### src/rtl/regfile_param_pkg.sv
`default_nettype none
// ============================================================================
// Module   : regfile_param_pkg
// Brief    : Shared register-file constants: default geometry and R0..R7 names.
// Revision : 1.0
// ============================================================================
package regfile_param_pkg;

    localparam int c_DATA_W_DEF = 8;
    localparam int c_ADDR_W_DEF = 3;

    typedef logic [c_ADDR_W_DEF-1:0] reg_name_t;

    localparam reg_name_t c_R0 = 3'd0;
    localparam reg_name_t c_R1 = 3'd1;
    localparam reg_name_t c_R2 = 3'd2;
    localparam reg_name_t c_R3 = 3'd3;
    localparam reg_name_t c_R4 = 3'd4;
    localparam reg_name_t c_R5 = 3'd5;
    localparam reg_name_t c_R6 = 3'd6;
    localparam reg_name_t c_R7 = 3'd7;

endpackage
`default_nettype wire

### src/rtl/regfile_param_if.sv
`default_nettype none
// ============================================================================
// Module   : regfile_param_if
// Brief    : Read/write/reserve bus between the controller and the register file.
// Revision : 1.0
// ============================================================================
interface regfile_param_if
    import regfile_param_pkg::*;
#(
    parameter int DATA_W = c_DATA_W_DEF,
    parameter int ADDR_W = c_ADDR_W_DEF
) ();

    logic [ADDR_W-1:0] AA;
    logic [ADDR_W-1:0] BA;
    logic [ADDR_W-1:0] DA;
    logic [DATA_W-1:0] DataIn;
    logic              WR;
    logic [ADDR_W-1:0] RA;
    logic              RSV;
    logic [DATA_W-1:0] DataA;
    logic [DATA_W-1:0] DataB;
    logic              BusyA;
    logic              BusyB;
    logic              BusyAny;

    modport master (
        output AA, BA, DA, DataIn, WR, RA, RSV,
        input  DataA, DataB, BusyA, BusyB, BusyAny
    );

    modport slave (
        input  AA, BA, DA, DataIn, WR, RA, RSV,
        output DataA, DataB, BusyA, BusyB, BusyAny
    );

endinterface
`default_nettype wire

### src/rtl/regfile_param_scoreboard.sv
`default_nettype none
// ============================================================================
// Module   : regfile_param_scoreboard
// Brief    : Per-register pending-write busy bits; reserve beats completion.
// Revision : 1.0
// ============================================================================
module regfile_param_scoreboard
    import regfile_param_pkg::*;
#(
    parameter int ADDR_W   = c_ADDR_W_DEF,
    parameter int ZERO_REG = 1
) (
    input  wire logic                   Clk,
    input  wire logic                   Reset,
    input  wire logic [ADDR_W-1:0]      i_ra,
    input  wire logic                   i_rsv,
    input  wire logic [ADDR_W-1:0]      i_da,
    input  wire logic                   i_wr,
    output logic [(1<<ADDR_W)-1:0]      o_busy,
    output logic                        o_busy_any
);

    localparam int c_DEPTH = 1 << ADDR_W;

    logic [c_DEPTH-1:0] r_busy;
    logic [c_DEPTH-1:0] w_busy_nxt;
    logic               w_rsv_ok;

    assign w_rsv_ok = i_rsv && !((ZERO_REG != 0) && (i_ra == '0));

    // Clear first, then set: a new reservation supersedes the write completing now.
    always_comb begin
        w_busy_nxt = r_busy;
        if (i_wr) begin
            w_busy_nxt[i_da] = 1'b0;
        end
        if (w_rsv_ok) begin
            w_busy_nxt[i_ra] = 1'b1;
        end
    end

    always_ff @(negedge Clk or posedge Reset) begin
        if (Reset) begin
            r_busy <= '0;
        end else begin
            r_busy <= w_busy_nxt;
        end
    end

    assign o_busy     = r_busy;
    assign o_busy_any = |r_busy;

endmodule
`default_nettype wire

### src/rtl/regfile_param.sv
`default_nettype none
// ============================================================================
// Module   : regfile_param
// Brief    : Parametrised 2R/1W register file with bypass, zero R0 and busy scoreboard.
// Revision : 1.0
// ============================================================================
module regfile_param
    import regfile_param_pkg::*;
#(
    parameter int DATA_W   = c_DATA_W_DEF,
    parameter int ADDR_W   = c_ADDR_W_DEF,
    parameter int ZERO_REG = 1,
    parameter int BYPASS   = 1
) (
    input  wire logic         Clk,
    input  wire logic         Reset,
    regfile_param_if.slave    bus
);

    localparam int c_DEPTH = 1 << ADDR_W;

    logic [DATA_W-1:0]  r_mem [c_DEPTH];
    logic [c_DEPTH-1:0] w_busy;
    logic               w_busy_any;
    logic               w_wr_en;
    logic [ADDR_W-1:0]  w_rd_addr [2];
    logic [DATA_W-1:0]  w_rd_data [2];
    logic               w_rd_busy [2];

    assign w_wr_en = bus.WR && !((ZERO_REG != 0) && (bus.DA == '0));

    // Writes land on the falling edge to line up with the datapath writeback.
    always_ff @(negedge Clk or posedge Reset) begin
        if (Reset) begin
            for (int i = 0; i < c_DEPTH; i++) begin
                r_mem[i] <= '0;
            end
        end else if (w_wr_en) begin
            r_mem[bus.DA] <= bus.DataIn;
        end
    end

    regfile_param_scoreboard #(
        .ADDR_W   (ADDR_W),
        .ZERO_REG (ZERO_REG)
    ) u_scoreboard (
        .Clk        (Clk),
        .Reset      (Reset),
        .i_ra       (bus.RA),
        .i_rsv      (bus.RSV),
        .i_da       (bus.DA),
        .i_wr       (bus.WR),
        .o_busy     (w_busy),
        .o_busy_any (w_busy_any)
    );

    assign w_rd_addr[0] = bus.AA;
    assign w_rd_addr[1] = bus.BA;

    // A forwarded read is no longer waiting on its producer, so it is not busy.
    for (genvar p = 0; p < 2; p++) begin : g_rd
        logic w_zero;
        logic w_fwd;
        assign w_zero = (ZERO_REG != 0) && (w_rd_addr[p] == '0);
        assign w_fwd  = (BYPASS != 0) && bus.WR && (w_rd_addr[p] == bus.DA);
        assign w_rd_data[p] = w_zero ? '0 : (w_fwd ? bus.DataIn : r_mem[w_rd_addr[p]]);
        assign w_rd_busy[p] = w_busy[w_rd_addr[p]] && !w_fwd;
    end

    assign bus.DataA   = w_rd_data[0];
    assign bus.DataB   = w_rd_data[1];
    assign bus.BusyA   = w_rd_busy[0];
    assign bus.BusyB   = w_rd_busy[1];
    assign bus.BusyAny = w_busy_any;

endmodule
`default_nettype wire

### src/flat_wrapper.sv
// flat-port wrapper written by rule: the top's interface ports become plain ports
module regfile_param_flat import regfile_param_pkg::*;
#(
    parameter int DATA_W   = c_DATA_W_DEF,
    parameter int ADDR_W   = c_ADDR_W_DEF,
    parameter int ZERO_REG = 1,
    parameter int BYPASS   = 1
)
  (Clk, Reset, bus_AA, bus_BA, bus_DA, bus_DataIn, bus_WR, bus_RA, bus_RSV, bus_DataA, bus_DataB, bus_BusyA, bus_BusyB, bus_BusyAny);
  regfile_param_if #(.DATA_W(DATA_W), .ADDR_W(ADDR_W)) bus_i ();
  input  wire logic Clk;
  input  wire logic Reset;
  input wire logic [$bits(bus_i.AA)-1:0] bus_AA;
  input wire logic [$bits(bus_i.BA)-1:0] bus_BA;
  input wire logic [$bits(bus_i.DA)-1:0] bus_DA;
  input wire logic [$bits(bus_i.DataIn)-1:0] bus_DataIn;
  input wire logic [$bits(bus_i.WR)-1:0] bus_WR;
  input wire logic [$bits(bus_i.RA)-1:0] bus_RA;
  input wire logic [$bits(bus_i.RSV)-1:0] bus_RSV;
  output wire logic [$bits(bus_i.DataA)-1:0] bus_DataA;
  output wire logic [$bits(bus_i.DataB)-1:0] bus_DataB;
  output wire logic [$bits(bus_i.BusyA)-1:0] bus_BusyA;
  output wire logic [$bits(bus_i.BusyB)-1:0] bus_BusyB;
  output wire logic [$bits(bus_i.BusyAny)-1:0] bus_BusyAny;
  assign bus_i.AA = bus_AA;
  assign bus_i.BA = bus_BA;
  assign bus_i.DA = bus_DA;
  assign bus_i.DataIn = bus_DataIn;
  assign bus_i.WR = bus_WR;
  assign bus_i.RA = bus_RA;
  assign bus_i.RSV = bus_RSV;
  assign bus_DataA = bus_i.DataA;
  assign bus_DataB = bus_i.DataB;
  assign bus_BusyA = bus_i.BusyA;
  assign bus_BusyB = bus_i.BusyB;
  assign bus_BusyAny = bus_i.BusyAny;
  regfile_param #(.DATA_W(DATA_W), .ADDR_W(ADDR_W), .ZERO_REG(ZERO_REG), .BYPASS(BYPASS)) u_core (.Clk(Clk), .Reset(Reset), .bus(bus_i));
endmodule
### config.mk
export PLATFORM = sky130hd
export DESIGN_NAME = regfile_param_flat
export DESIGN_NICKNAME = d
export VERILOG_FILES = /design/src/rtl/regfile_param_pkg.sv /design/src/rtl/regfile_param_if.sv /design/src/rtl/regfile_param_scoreboard.sv /design/src/rtl/regfile_param.sv /design/src/flat_wrapper.sv
export SDC_FILE = /design/constraint.sdc
export NUM_CORES = 1
export LEC_CHECK = 0
export CAP_MARGIN = 20
export CORE_ASPECT_RATIO = 0.75
export CORE_MARGIN = 8
export CORE_UTILIZATION = 51
export DETAILED_ROUTE_END_ITERATION = 6
export GPL_ROUTABILITY_DRIVEN = 1
export PLACE_DENSITY = 0.73
export RECOVER_POWER = 25
export SYNTH_ARGS = -nofsm -noshare
export SYNTH_HDL_FRONTEND = slang
export SYNTH_SLANG_ARGS = --single-unit
export TNS_END_PERCENT = 10
### constraint.sdc
create_clock -name Clk -period 1.94 [get_ports Clk]
set_input_delay 0.388 -clock Clk [delete_from_list [all_inputs] [get_ports Clk]]
set_output_delay 0.388 -clock Clk [all_outputs]
set_load 0.01 [all_outputs]
==> summary by stage, run 1 <==
Outcome
The run finished, with violations left. The checks that failed: negative setup slack.

Power
For this design the static power due to leakage is about 2.3 nW. The maximum ir drop on the vdd rail is 0.000634 V. The total power divided by cell area is ~900 mW/mm2.

Clock tree
The clock slew seen by the registers of the worst setup and hold paths is 0.05 ns. TritonCTS built the clock tree. The number of buffers created by CTS is 9. The number of levels the H-tree was split into is 3. The clock insertion delay at the later pin of the skew report is 0.34 ns. The cell at the root of the clock tree is sky130_fd_sc_hd__clkbuf_8. The number of clock sinks is 72. The total of hold buffers inserted after clock tree synthesis is 0. In this run the deepest clock path goes through 2 buffers.

Routing
The detail-routed via count per cell is ~6. The routed design uses 5.20 mm of met2 wire. In the final routed layout, each cell accounts on average for ~22 um. In the final routing, the length of wire on met1 measures 4.50 mm. For this block, the via count after detailed routing is ~2900. After detailed routing, the number of remaining DRC violations is 0. The detailed router used layers up to and including met4. The initial detailed-routing violation count is 196. The final layout contains routed wiring with a total length of 10.5 mm. The amount of wire on met3 after detailed routing is ~600 um.

The post-detailed-route count of antenna-violating nets is 0. The number of iterations in the first detailed-routing pass is 4.

Floorplanning
The initial utilization of the core area, before any placement, comes to approximately half. The total die area is around 0.011 mm2. 43 I/O pins were placed. The chip height is around 93 um. The die outline width is ~120 um. The total core area is slightly below 0.008 mm2. The number of standard-cell rows in the floorplan is 28.

Setup path
The required time at the worst-slack endpoint is 1.55 ns. The kind of launch point of the worst setup path is a flip-flop. Data on the critical path arrives at its endpoint at ~2.7 ns.

The critical path class is reg2out. The sort of element at the end of the critical path is an output pin. The top fanout value on the critical path is 4.

Synthesis
The synthesis-stage register bit count is just over 70. The cell area after synthesis is around 0.0041 mm2. The number of standard cells after synthesis is 283. Averaged over all synthesized cells, the footprint is 14.3 um2.

The number of different library cells in the post-synthesis netlist is 28. When the netlist entered floorplanning its net count stood at 307. Of the synthesized area, sequential elements account for between 40% and 50%.

The synthesis warning total is 0.

STA
Setup repair after global routing could not meet its margin everywhere. The transition time at the pin with the least slew margin is 0.745 ns. The max-slew violation total from the final report is 0. The total count of hold-check failures in the final report came to 0. The setup slack of the critical path after layout is -1.14 ns. The worst pin sits at a relative slew slack of between 40% and 50%. On the final layout, the worst clock skew is 0 ns. The final setup violation count is 80.

Finish
After the flow finishes, the layout carries non-filler instances totaling 484. The most common cell after layout, fill and taps aside is sky130_fd_sc_hd__dfrtn_1. Leaving out fill and tap cells, the most frequent cells in the layout are sky130_fd_sc_hd__dfrtn_1, sky130_fd_sc_hd__buf_4, sky130_fd_sc_hd__mux2_2, sky130_fd_sc_hd__mux4_2.

The repair_antennas step left the layout with diodes totalling 0. The number of filler instances in the final layout is 547. Relative to the synthesized area, the layout overhead comes to 29.8%. The final core area utilization is between 60 and 70%. The fraction of final layout cells with drive strength greater than 1 is between 50% and 60%.

The number of nets in the final layout is ~400.

Global route
The pin count of the biggest net entering global routing is 35. The number of antenna violations at the first check in global routing is 0. The via count of the first global-routing pass is a little over 3000. The global-route wire length before repair is approximately 17 mm.

The global router's overall resource usage is between 10% and 20%. The total overflow reported by the global router is 0.

Worst hold path
The worst hold path belongs to the class reg2reg.

Placement
The weighted congestion reported at the end of routability-driven placement is approximately 0.82. Once placement completed, the tool counted placed cells totaling 466. The estimated wirelength of the detail-placed design is about 8 mm. The number of I/O port buffers is 42.

Flow run
The max capacitance violation total is 0.
[report_power, final]
| part | total, mW | switching (mW) | leakage [nW] | internal, mW |
|---|---|---|---|---|
| logic | 1.36 | 0.514 | 1.33 | 0.849 |
| clock network | 1.32 | 0.590 | 0.113 | 0.725 |
| registers | 2.04 | 0.223 | 0.879 | 1.82 |
| total | 4.72 | 1.33 | 2.32 | 3.39 |
[cells in the mapped netlist]
master,n,area share (%)
sky130_fd_sc_hd__nor3_1,2,0.25
sky130_fd_sc_hd__nor3b_4,2,0.93
sky130_fd_sc_hd__a211oi_1,16,3.0
sky130_fd_sc_hd__mux4_1,1,0.65
sky130_fd_sc_hd__mux2i_1,16,3.9
sky130_fd_sc_hd__dfrtn_1,72,44
sky130_fd_sc_hd__nor3_2,1,0.25
sky130_fd_sc_hd__o22ai_1,2,0.31
sky130_fd_sc_hd__and2_1,2,0.31
sky130_fd_sc_hd__mux2_2,58,16
sky130_fd_sc_hd__o21ai_0,4,0.49
sky130_fd_sc_hd__nand4_1,1,0.15
sky130_fd_sc_hd__nand2b_4,1,0.34
sky130_fd_sc_hd__nand2b_1,3,0.46
sky130_fd_sc_hd__nand2_1,8,0.74
sky130_fd_sc_hd__nand4_2,2,0.62
sky130_fd_sc_hd__buf_4,1,0.19
sky130_fd_sc_hd__nor4_1,2,0.31
sky130_fd_sc_hd__inv_1,4,0.37
sky130_fd_sc_hd__xnor2_1,6,1.3
sky130_fd_sc_hd__buf_2,13,1.6
sky130_fd_sc_hd__buf_6,2,0.56
sky130_fd_sc_hd__clkbuf_1,8,0.74
sky130_fd_sc_hd__nor2_1,16,1.5
sky130_fd_sc_hd__nand4b_1,3,0.65
sky130_fd_sc_hd__o31a_1,1,0.22
sky130_fd_sc_hd__o32ai_1,1,0.22
sky130_fd_sc_hd__mux4_2,35,19
[logic make-up (layout without fill, tap and decap cells)]
kind of cell	Yosys count	after routing	share of synthesized area, %
AND/OR/NAND/NOR	43	43	6.48
AO/OA/AOI/OAI	24	24	4.20
flip-flops	72	72	44.4
multiplexers	110	110	40.1
buffers and inverters	28	124	3.46
XOR/XNOR	6	6	1.30
[worst paths after layout]
kind,slack (ns),cells after the start,from,end
max in group asynchronous,0.06,3,Reset,u_core.r_mem[51]
setup reg to reg,1.02,2,u_core.r_mem[2],u_core.r_mem[2]
hold reg to reg,0.34,0,u_core.r_mem[58],u_core.r_mem[58]
setup / recovery,-1.14,4,u_core.u_scoreboard.o_busy[0],bus_BusyB
hold / removal,0.34,0,u_core.r_mem[58],u_core.r_mem[58]
min in group asynchronous,1.46,3,Reset,u_core.r_mem[53]
[repair_timing]
| action | in CTS | in global routing |
|---|---|---|
| gates resized for setup | 100 | 17 |
| pin swaps | 10 | 7 |
| setup endpoints to repair | 83 | 82 |
| buffers inserted | 2 | 0 |
[metal layers]
layer,up-vias,track usage [%]
met1,1476,25.5
li1,1278,-
met3,16,5.42
met4,0,7.14
met5,-,0
met2,92,32.4
[through the flow]
step,hold WS [ns],total power [mW],instance area [um2],setup WS (ns),TNS (ns)
after floorplan,0.402,2.84,4060,-0.631,-50.71
after global placement,0.343,3.38,5020,-1.11,-76.76
after detailed placement,0.343,3.44,5020,-1.15,-78.71
after CTS,0.343,4.73,5250,-1.14,-33.10
after global routing,0.354,4.95,5260,-1.18,-34.06
final,0.339,4.72,5260,-1.14,-31.23
[state kept, by name, indices dropped and copies added (netlist names)]
name,count
u_core.u_scoreboard.o_busy,8
u_core.r_mem,64
[worst max-delay path, stage by stage (launching register included)]
cell,delay [ns]
sky130_fd_sc_hd__dfrtn_1,0.37
sky130_fd_sc_hd__mux4_2,0.47
sky130_fd_sc_hd__mux2_4,0.28
sky130_fd_sc_hd__and2_4,0.14
sky130_fd_sc_hd__buf_6,0.11
[final cells by class]
cell class	instances	area (um2)	share of cell area, %
multi-input combinational	183	2190	41.7
sequential	72	1800	34.2
timing repair buffer	104	900	17.1
tap	105	131	2.50
clock buffer	9	124	2.35
clock inverter	7	96.3	1.83
inverter	4	16.3	0.309
(Power assumes the default switching activity.)
==> run 2, diff against run 1 <==
- CAP_MARGIN: 20 -> not set
==> results of run 2 <==
The final DEF is identical to that of run 1; final timing and power are the same.
